==> src/rtl/program_counter16.sv <==
// 16-bit program counter with valid/ready fetch handshake and a one-deep pending-jump buffer.
// Define PC_WRAP_TRAP_EN to trap (sticky `trap`) instead of wrapping on increment past 16'hFFFF.
module program_counter16 #(
    parameter int unsigned     WIDTH      = 16,
    parameter logic [WIDTH-1:0] RESET_ADDR = 16'h0000
) (
    input  logic             clk,
    input  logic             reset_n,
    input  logic [WIDTH-1:0] in,
    input  logic             load,
    input  logic             inc,
    output logic [WIDTH-1:0] out,
    output logic             out_valid,
    input  logic             out_ready,
    output logic             busy,
`ifdef PC_WRAP_TRAP_EN
    output logic             trap,
`endif
    output logic             wrap
);

    localparam logic [1:0] ST_RUN  = 2'd0;
    localparam logic [1:0] ST_IDLE = 2'd1;
    localparam logic [1:0] ST_PEND = 2'd2;

    logic [1:0]       state, state_nxt;
    logic [WIDTH-1:0] pend, pend_nxt;
    logic [WIDTH-1:0] out_nxt;
    logic             valid_nxt;
    logic             wrap_nxt;
    logic             accept_c;
    logic             take_load, take_pend, take_inc, take_drop;
    logic             inc_blocked;
`ifdef PC_WRAP_TRAP_EN
    logic             trap_nxt;
    assign inc_blocked = trap;
`else
    assign inc_blocked = 1'b0;
`endif

    assign accept_c = out_valid & out_ready;

    // State register and registered outputs
    always_ff @(posedge clk) begin
        if (!reset_n) begin
            state     <= ST_RUN;
            pend      <= '0;
            out       <= RESET_ADDR;
            out_valid <= 1'b1;
            busy      <= 1'b0;
            wrap      <= 1'b0;
`ifdef PC_WRAP_TRAP_EN
            trap      <= 1'b0;
`endif
        end else begin
            state     <= state_nxt;
            pend      <= pend_nxt;
            out       <= out_nxt;
            out_valid <= valid_nxt;
            busy      <= (state_nxt == ST_PEND);
            wrap      <= wrap_nxt;
`ifdef PC_WRAP_TRAP_EN
            trap      <= trap_nxt;
`endif
        end
    end

    // Next-state: pick one action per cycle, then apply it
    always_comb begin
        state_nxt = state;
        pend_nxt  = pend;
        out_nxt   = out;
        valid_nxt = out_valid;
        wrap_nxt  = 1'b0;
        take_load = 1'b0;
        take_pend = 1'b0;
        take_inc  = 1'b0;
        take_drop = 1'b0;
`ifdef PC_WRAP_TRAP_EN
        trap_nxt  = trap;
`endif

        case (state)
            ST_RUN: begin
                if (accept_c) begin
                    if (load)      take_load = 1'b1;
                    else if (inc)  take_inc  = 1'b1;
                    else           take_drop = 1'b1;
                end else if (load) begin
                    pend_nxt  = in;
                    state_nxt = ST_PEND;
                end
            end
            ST_IDLE: begin
                if (load)                      take_load = 1'b1;
                else if (inc && !inc_blocked)  take_inc  = 1'b1;
            end
            ST_PEND: begin
                if (accept_c)  take_pend = 1'b1;
                else if (load) pend_nxt  = in;
            end
            default: state_nxt = ST_RUN;
        endcase

        if (take_load || take_pend) begin
            out_nxt   = take_load ? in : pend;
            valid_nxt = 1'b1;
            state_nxt = ST_RUN;
`ifdef PC_WRAP_TRAP_EN
            trap_nxt  = 1'b0;
`endif
        end

        if (take_drop) begin
            valid_nxt = 1'b0;
            state_nxt = ST_IDLE;
        end

        if (take_inc) begin
`ifdef PC_WRAP_TRAP_EN
            // Saturate at the top address and park in IDLE until a load arrives
            if (out == '1) begin
                valid_nxt = 1'b0;
                trap_nxt  = 1'b1;
                state_nxt = ST_IDLE;
            end else begin
                out_nxt   = out + WIDTH'(1);
                valid_nxt = 1'b1;
                state_nxt = ST_RUN;
            end
`else
            out_nxt   = out + WIDTH'(1);
            wrap_nxt  = (out == '1);
            valid_nxt = 1'b1;
            state_nxt = ST_RUN;
`endif
        end
    end

endmodule
==> config.mk <==
export PLATFORM = sky130hd
export DESIGN_NAME = program_counter16
export DESIGN_NICKNAME = d
export VERILOG_FILES = /design/src/rtl/program_counter16.sv
export SDC_FILE = /design/constraint.sdc
export NUM_CORES = 1
export LEC_CHECK = 0
export ABC_CLOCK_PERIOD_IN_PS = 4700
export CAP_MARGIN = 25
export CORE_UTILIZATION = 60
export DETAILED_ROUTE_END_ITERATION = 7
export DONT_BUFFER_PORTS = 1
export PLACE_DENSITY = 0.76
export RECOVER_POWER = 50
export SYNTH_ARGS = -nofsm -noshare
export SYNTH_HDL_FRONTEND = slang
export SYNTH_SLANG_ARGS = --single-unit
==> constraint.sdc <==
create_clock -name clk -period 4.7 [get_ports clk]
set_input_delay 0.235 -clock clk [delete_from_list [all_inputs] [get_ports clk]]
set_output_delay 0.235 -clock clk [all_outputs]
set_load 0.03 [all_outputs]
# Word-level counts from Yosys, hierarchy flattened
# Index checks and enable logic that the tools add are counted.
# totals
input_bits	21
wordCells	47
latchBits	0
rom_bits	0
output_inout_bits	19
memories	0
ramBits	0
ff_bits	37
# op_classes
eq_ne	4
shift	0
n_bitwise	3
div	0
muxes	24
order_cmp	0
n_mul	0
reduce_logical	9
add_sub_neg	1
# ops
op	count
$mux W16	3
$add A16 B1 Y16 const B	1
$eq A16 B16 Y1 const B	1
$mux W1	13
$mux W2	5
$reduce_or A2 Y1	3
$eq A2 B2 Y1 const B	2
$pmux W1 S2	2
$pmux W2 S2	1
$reduce_bool A2 Y1	2
$reduce_and A3 Y1	1
$eq A2 B1 Y1 const B	1
$logic_not A2 Y1	1
$not A1 Y1	2
$reduce_and A2 Y1	1
$and A1 B1 Y1	1
$logic_or A1 B1 Y1	1

# Logic depth before layout (Yosys ltp)
# Gate-level depths: netlist of the first run.
# logic_depth
ltp_word	8
ltp_mapped	8
ltp_nobuf	6

# Least setup slack after synthesis of the first run
# No wires, ideal clock.
# synth_path
path_kind	reg2reg
start	register out[0]
end	register out[12]
path_slack_ns	2.812
synth_period_minus_slack_ns	1.888
path_stages_with_launch	7
setup_ns	0.115
required_time_ns	4.585
n_path_buf	0
arrival_ns	1.773
path_cell_list	dfxtp_1 -> ha_1 -> nand3_1 -> nor4_1 -> xnor2_1 -> o221ai_1 -> and2_1
# synth_between
elab_chain_len	2
# synth_lines
element	line	text
start: declaration	12	output logic [WIDTH-1:0] out,
start signal: assignment	58	out <= out_nxt;
$add A16 B1 Y16	132	out_nxt = out + WIDTH'(1);
$mux W16	119	if (take_inc) begin
# Every way passes these cells.
# A chain may end at the register's enable or synchronous reset.

# Worst setup path in the final report of the first run
# layout_path
start	register out_valid
end	register out[6]
# layout_between
elab_chain_len	6
word_cells_on_any_way	12
cone_classes	mux (9); bitwise (1); reduce/logical (2)
# layout_lines
element	line	text
start: declaration	13	output logic out_valid,
start signal: assignment	59	out_valid <= valid_nxt;
$and A1 B1 Y1 *	41	assign accept_c = out_valid & out_ready;
$mux W1	85	if (accept_c) begin
$pmux W1 S2	83	case (state)
$mux W16	106	out_nxt = take_load ? in : pend;
$mux W16	105	if (take_load || take_pend) begin
$mux W16	119	
# Every way passes the cells marked *; elsewhere a longest branch is shown, timed or not. The select of a mux whose other input is x is not followed.

==> metrics.md, run 1 <==
| Metric | Value |
|---|---|
| Power Density | 357 nW/um^2 |
| Area growth, synth to finish | 4.52% |
| Max-slew violations | 0 |
| Status | complete, no violations |
| Post-DP HPWL | 3.30 mm |
| Worst EP required | 4.99 ns |
| Via count | 1869 |
| Crit-path leading delay family | simple AND/OR/NAND/NOR gates |
| Reported net switching power | 202 uW |
| Top cell type's share of synthesized area | 37.7% |
| CTS tree | yes |
| IO buf count | 0 |
| CP Capture Type | flip-flop |
| Mapped Area | 1970 sq um |
| Period Utilization, post-route | 55.5% |
| Global-route usage over all layers | 29.4% |
| Peak supply drop | about 180 uV |
| Leak | 0.690 nW |
| Sequential share of the synthesized area | 37.7% |
| CP bufs+invs | 0 |
| Post-synth net total | 266 |
| Fin cells | about 280 |
| Layout cells sized above 1 | 6.30% |
| Top sig layer | met4 |
| Max-Cap Viols | 0 |
| Final hold slack | 0.0127 ns |
| Core outline area | 3080 sq um |
| Placed cell areas | 1930 sq um |
| Distinct cells, synth | 45 |
| Total negative slack | 0 ns |
| First-pass detailed-route iteration total | 6 |
| Fin area | between 2000 and 2500 sq um |
| CP Cell Sequence | a21o_1 > nand3_1 > nor4_1 > a221oi_1 > o21ai_0 |
| Met3 routed wirelength | 549 um |
| Mapped Cells | about 240 |
| Ys async rst share | 0% |
| Worst-path fanout max | 22 |
| Routed length per instance | 17.1 um |
| Filler cell count | 261 |
| Cell Int Power | 533 uW |
| H-tree Lvls | 2 |
| Clock transition at the registers of the reported paths | 0.12 ns |
| Max Clock Skew | 0.00754 ns |
| Headroom to the max-slew limit | 45.7% |
| CTS buffer count | 5 |
| Routability Congestion | approximately 0.94 |
| Yosys warning total | 0 |
| F_max | 383 MHz |
| Startpoint Class | flip-flop |
| M1 wire length | 2.11 mm |
| Tot Pwr | 734 uW |
| Setup-failing EPs final | 0 |
| Remaining Overflow, GRT | 0 |
| Sequential power share | 50.7% |
| Num Clock Sinks | 37 |
| Routed WL | a little under 5 mm |
| Drt via density | 6.63 |
| Die area | 3510 sq um |
| DRT iter0 DRCs | 202 |
| Vias in the first global route | 1614 |
| Nets | about 260 |
| Clock share of power | 37.5% |
| I/O pin cnt | 40 |
| Synth area leader | dfxtp_1 |
| Unrepaired setup endpoints after global routing | false |
| Top post-synthesis cells by area | dfxtp_1, nand2_1, a21boi_0 |
| Number of core rows | 20 |
| Root buf cell | clkbuf_4 |
| Mapped Avg Cell Area | 8.06 sq um |
| Remaining antenna violation count | 0 |
| Measured slew at the worst slew-check pin | 0.815 ns |
| Hold Vio Cnt, Final | 0 |
| Residual DRC | 0 |
| Die height | 59.2 um |
| Number of flops mapped to enable cells by yosys | 0 |
| Synth Flop Type | dfxtp_1 |
| Fin crit period | 2.61 ns |
| Dpl cells | ~270 |
| Clk_lat worst skew | 0.35 ns |
| Slowest stage delay, CP | 0.62 ns |
| Worst Hold Class | in -> reg |
| Max Root-Sink Buffers | 2 |
| Initial Utilization | 63.9% |
| Largest net degree at the start of global routing | 39 |
| Switch share | roughly 27% |
| CP max stage cell | nand3_1 |
| Crit path arrival time | 2.90 ns |
| First-pass GRT wire length | 7.69 mm |
| Initial antenna violation count | 0 |
| Crit Path Class | reg -> reg |
| Post_cts resized | 0 |
| Die width | 59.2 um |
| Antenna diodes | 0 |
| Power share of the combinational group | 11.8% |
| Met2 WL | 2.06 mm |
| #FFs+latches synth | 37 |
## path summary, 6_finish.rpt
check,endpoint,slack [ns],from,cells past startpoint
min reg2reg,pend[12],0.47,pend[12],2
min,pend[12],0.01,in[12],2
max,out[6],2.09,out_valid,5
max reg2reg,out[6],2.09,out_valid,5
## cell usage after synthesis, types with 3 or more instances
| cell | instances |
|---|---|
| clkbuf_1 | 8 |
| nand3_1 | 13 |
| nand4_1 | 5 |
| nor3b_1 | 5 |
| o22ai_1 | 3 |
| and2_1 | 6 |
| o211ai_1 | 8 |
| dfxtp_1 | 37 |
| nor4_1 | 6 |
| mux2i_1 | 6 |
| and3_1 | 3 |
| o21ai_0 | 12 |
| a21boi_0 | 16 |
| buf_2 | 6 |
| nor2_1 | 14 |
| buf_6 | 3 |
| a21oi_1 | 10 |
| nand2_1 | 49 |
## power by group through the flow
stage | combinational, mW | clock (mW) | sequential (mW)
after floorplan | 0.0796 | 0 | 0.371
after global placement | 0.0797 | 0 | 0.378
after detailed placement | 0.0818 | 0 | 0.379
after CTS | 0.0842 | 0.280 | 0.371
after global routing | 0.0957 | 0.293 | 0.375
final | 0.0868 | 0.275 | 0.372
## metrics by stage
step / setup WS, ns / util, %
global route: 1.97 / 66.7
global placement: 2.58 / 62.6
floorplan: 2.81 / -
detailed placement: 2.58 / 62.6
CTS: 2.47 / 66.6
finish: 2.09 / 66.7
## layout by cell type, fill, tap and decap left out, drive strengths merged, types with 3 or more instances in the layout
master	instances
nor3b	5
o22ai	3
mux2i	6
clkbuf	5
dlygate4sd3	3
and3	3
nand4	5
o211ai	8
a21oi	10
o21ai	12
a21boi	16
nand2	49
nand3	14
nor4	6
and2	7
nor2	15
dfxtp	37
## timing repair
item	CTS	global route
hold buffers	2	1
endpoints found under the hold margin	5	4
setup endpoints to repair	0	0
setup buffers	0	0
## registers in the layout, indices dropped and copies added, names as in the netlist
| signal | count |
|---|---|
| out_valid | 1 |
| wrap | 1 |
| pend | 16 |
| busy | 1 |
| out | 16 |
| state | 2 |
## routing by layer
layer  GRT usage [%]  up-vias
li1                -      887
met1            41.1      855
met2            41.7      112
met3            10.7       15
met4            9.18        0
met5               0        -
## kinds of logic after synthesis
family / count (synthesis) / share of synthesized area [%]
and+or+nand+nor: 109 / 26.8
AOI/OAI and AO/OA: 68 / 24.6
DFF: 37 / 37.7
adders and majority gates: 1 / 0.636
xor gates and xnor gates: 2 / 0.891
muxes: 8 / 4.20
buffers and inverters: 19 / 5.16
## layout make-up
| class | count | area (sq um) | area share (%) |
|---|---|---|---|
| Multi-Input combinational cell | 188 | 1120 | 54.4 |
| Sequential cell | 37 | 741 | 36.1 |
| Clock inverter | 3 | 65.1 | 3.17 |
| Tap cell | 44 | 55.1 | 2.68 |
| Clock buffer | 5 | 37.5 | 1.83 |
| Timing Repair Buffer | 3 | 30.0 | 1.46 |
| Inverter | 2 | 7.51 | 0.365 |
## worst reg2reg max path: stages (launching register included)
cell,delay (ns)
dfxtp_1,0.59
a21o_1,0.38
nand3_1,0.62
nor4_1,0.63
a221oi_1,0.14
o21ai_0,0.19
(Power assumes the default switching activity.)
==> inputs of run 2 (changes only) <==
--- a/config.mk
+++ b/config.mk
@@ -5,7 +5,7 @@
 export SDC_FILE = /design/constraint.sdc
 export NUM_CORES = 1
 export LEC_CHECK = 0
-export ABC_CLOCK_PERIOD_IN_PS = 4700
+export ABC_CLOCK_PERIOD_IN_PS = 2700
 export CAP_MARGIN = 25
 export CORE_UTILIZATION = 60
 export DETAILED_ROUTE_END_ITERATION = 7
==> constraint.sdc (replaced) <==
create_clock -name clk -period 2.7 [get_ports clk]
set_input_delay 0.135 -clock clk [delete_from_list [all_inputs] [get_ports clk]]
set_output_delay 0.135 -clock clk [all_outputs]
set_load 0.03 [all_outputs]
==> metrics.md, run 2 (synthesized netlist as in run 1, its figures left out) <==
| Metric | Value |
|---|---|
| Status | complete, no violations |
| CP max stage cell | dfxtp_1 |
| Filler cell count | around 250 |
| Power share of the combinational group | 18.2% |
| CP Launch Point | out_valid |
| Util after Layout | 72.6% |
| Power Density | 507 nW/um^2 |
| Worst EP required | 2.99 ns |
| Met3 routed wirelength | roughly 500 um |
| CTS buffer count | 5 |
| H-tree Lvls | 2 |
| Worst Hold Class | in -> reg |
| Startpoint Class | flip-flop |
| Reported net switching power | approximately 350 uW |
| R2r endpoint | out[5] |
| Global-route usage over all layers | 31.9% |
| Clock transition at the registers of the reported paths | 0.11 ns |
| Clk_lat worst skew | ~0.35 ns |
| Core outline area | 3080 sq um |
| Commonest non-fill, non-tap cell in the layout | nand2_1 |
| Max Clock Skew | approximately 0.014 ns |
| Setup slack after layout | 0.458 ns |
| Layout cells sized above 1 | 5.73% |
| IO buf count | 0 |
| Worst-path fanout max | 22 |
| Max Root-Sink Buffers | 2 |
| Unrepaired setup endpoints after global routing | false |
| Nets | 284 |
| Measured slew at the worst slew-check pin | roughly 0.84 ns |
| F_max | ~450 MHz |
| Vias in the first global route | 1715 |
| Fin cells | 306 |
| Via count | 1942 |
| Remaining Overflow, GRT | 0 |
| Crit path arrival time | 2.53 ns |
| Largest regs | out x16, pend x16, state x2 |
| First-pass detailed-route iteration total | 5 |
| Peak supply drop | between 300 and 400 uV |
| Die height | 59.2 um |
| Switch share | 30.7% |
| First-pass GRT wire length | 8.18 mm |
| Initial antenna violation count | 0 |
| Initial Utilization | 63.9% |
| Max-slew violations | 0 |
| Post_cts resized | 0 |
| DP Worst Slack | roughly 0.56 ns |
| Routed length per instance | 17.0 um |
| M1 wire length | 2.24 mm |
| Top sig layer | met4 |
| Crit Path Class | reg -> reg |
| Routability Congestion | ~0.9 |
| Drt via density | 6.35 |
| Postcts setup bufs | 0 |
| Area growth, synth to finish | 13.7% |
| CP Cell Sequence | a21o_1 > nand3_2 > nor4b_1 > a221oi_1 > o21ai_0 |
| Headroom to the max-slew limit | between 40% and 50% |
| Remaining antenna violation count | 0 |
| Routed WL | 5.19 mm |
| Residual DRC | 0 |
| Hold Vio Cnt, Final | 0 |
| DRT iter0 DRCs | 143 |
| Slowest stage delay, CP | 0.58 ns |
| Met2 WL | 2.32 mm |
| Period Utilization, post-route | 83.0% |
| CP Capture Type | flip-flop |
| Sequential power share | 55.4% |
| Launch point of the worst reg-to-reg path | out_valid |
| Worst r2r path cells | 5 |
| Flop2flop setup slack | ~0.46 ns |
| Antenna diodes | 0 |
| Max-Cap Viols | 0 |
| Leak | 0.762 nW |
| Fin crit period | 2.24 ns |
| Root buf cell | clkbuf_4 |
| Num Clock Sinks | 37 |
| Post-DP HPWL | 3.39 mm |
| Number of core rows | 20 |
| Most frequent cells in the layout | nand2_1, dfxtp_1, dlygate4sd3_1 |
| CTS tree | yes |
| Dpl cells | between 200 and 300 |
| Placed cell areas | 1980 sq um |
| Largest net degree at the start of global routing | 39 |
| Setup-failing EPs final | 0 |
| I/O pin cnt | 40 |
| Register area | approximately 740 sq um |
| Critical path capture point | out[5] |
| Clock share of power | a little over a quarter |
| Area of the multi-input gates | roughly 1100 sq um |
| Total negative slack | 0 ns |
| Fin area | 2240 sq um |
| Cell Int Power | 786 uW |
| Die width | 59.2 um |
| Die area | between 3000 and 4000 sq um |
==> run 2: cell types whose count changed in the layout (fill, tap and decap cells not counted), sizes merged <==
| cell | previous run | this run |
|---|---|---|
| dlygate4sd3 | 3 | 20 |
| bufinv | 2 | 0 |
| clkbuf | 5 | 14 |
| buf | 0 | 1 |
| clkinv | 1 | 0 |
==> run 2: repair_timing <==
action	CTS	global route
hold buffers	20	0
endpoints found under the setup margin	0	0
endpoints found under the hold margin	37	0
==> run 2: layer usage <==
metal | global-route usage [%] | vias up
met2 | 46.2 | 110
li1 | - | 930
met3 | 12.9 | 15
met1 | 41.5 | 887
met5 | 0 | -
met4 | 13.6 | 0
==> run 2: per-stage QoR <==
| step | hold slack [ns] | power (mW) |
|---|---|---|
| final | 0.0261 | 1.13 |
| after global routing | 0.0266 | 1.19 |
| after CTS | 0.0154 | 1.13 |
| after detailed placement | 0.217 | 0.811 |
| after global placement | 0.210 | 0.806 |
| after floorplan | 0.280 | 0.784 |
==> run 2: cell type report <==
type | count | area share [%]
well taps | 44 | 2.46
flip-flops and latches | 37 | 33.1
inverters | 2 | 0.336
clock buffers | 7 | 2.46
repair buffers | 28 | 11.4
multi-input cells | 188 | 50.3
==> run 2: power by group through the flow <==
stage	sequential, mW	combinational (mW)	clock [mW]
after detailed placement	0.640	0.171	0
after global routing	0.633	0.225	0.335
final	0.628	0.206	0.299
after floorplan	0.646	0.139	0
after global placement	0.638	0.168	0
after CTS	0.627	0.202	0.305
==> run 2: how the worst min path moves through the flow <==
stage,startpoint,to,slack (ns),cells after the start
finish,in[5],out[5],0.03,2
global route,load,out_valid,0.03,2
CTS,in[11],out[11],0.02,2
detailed placement,inc,state[0],0.22,1
global placement,inc,state[0],0.21,1
floorplan,in[10],pend[10],0.28,2
==> run 2: worst max-delay path, delay by kind of cell (launching register included) <==
family	cells	cell delay [ns]
AO/OA/AOI/OAI	3	0.67
flip-flops	1	0.58
AND/OR/NAND/NOR	2	0.92
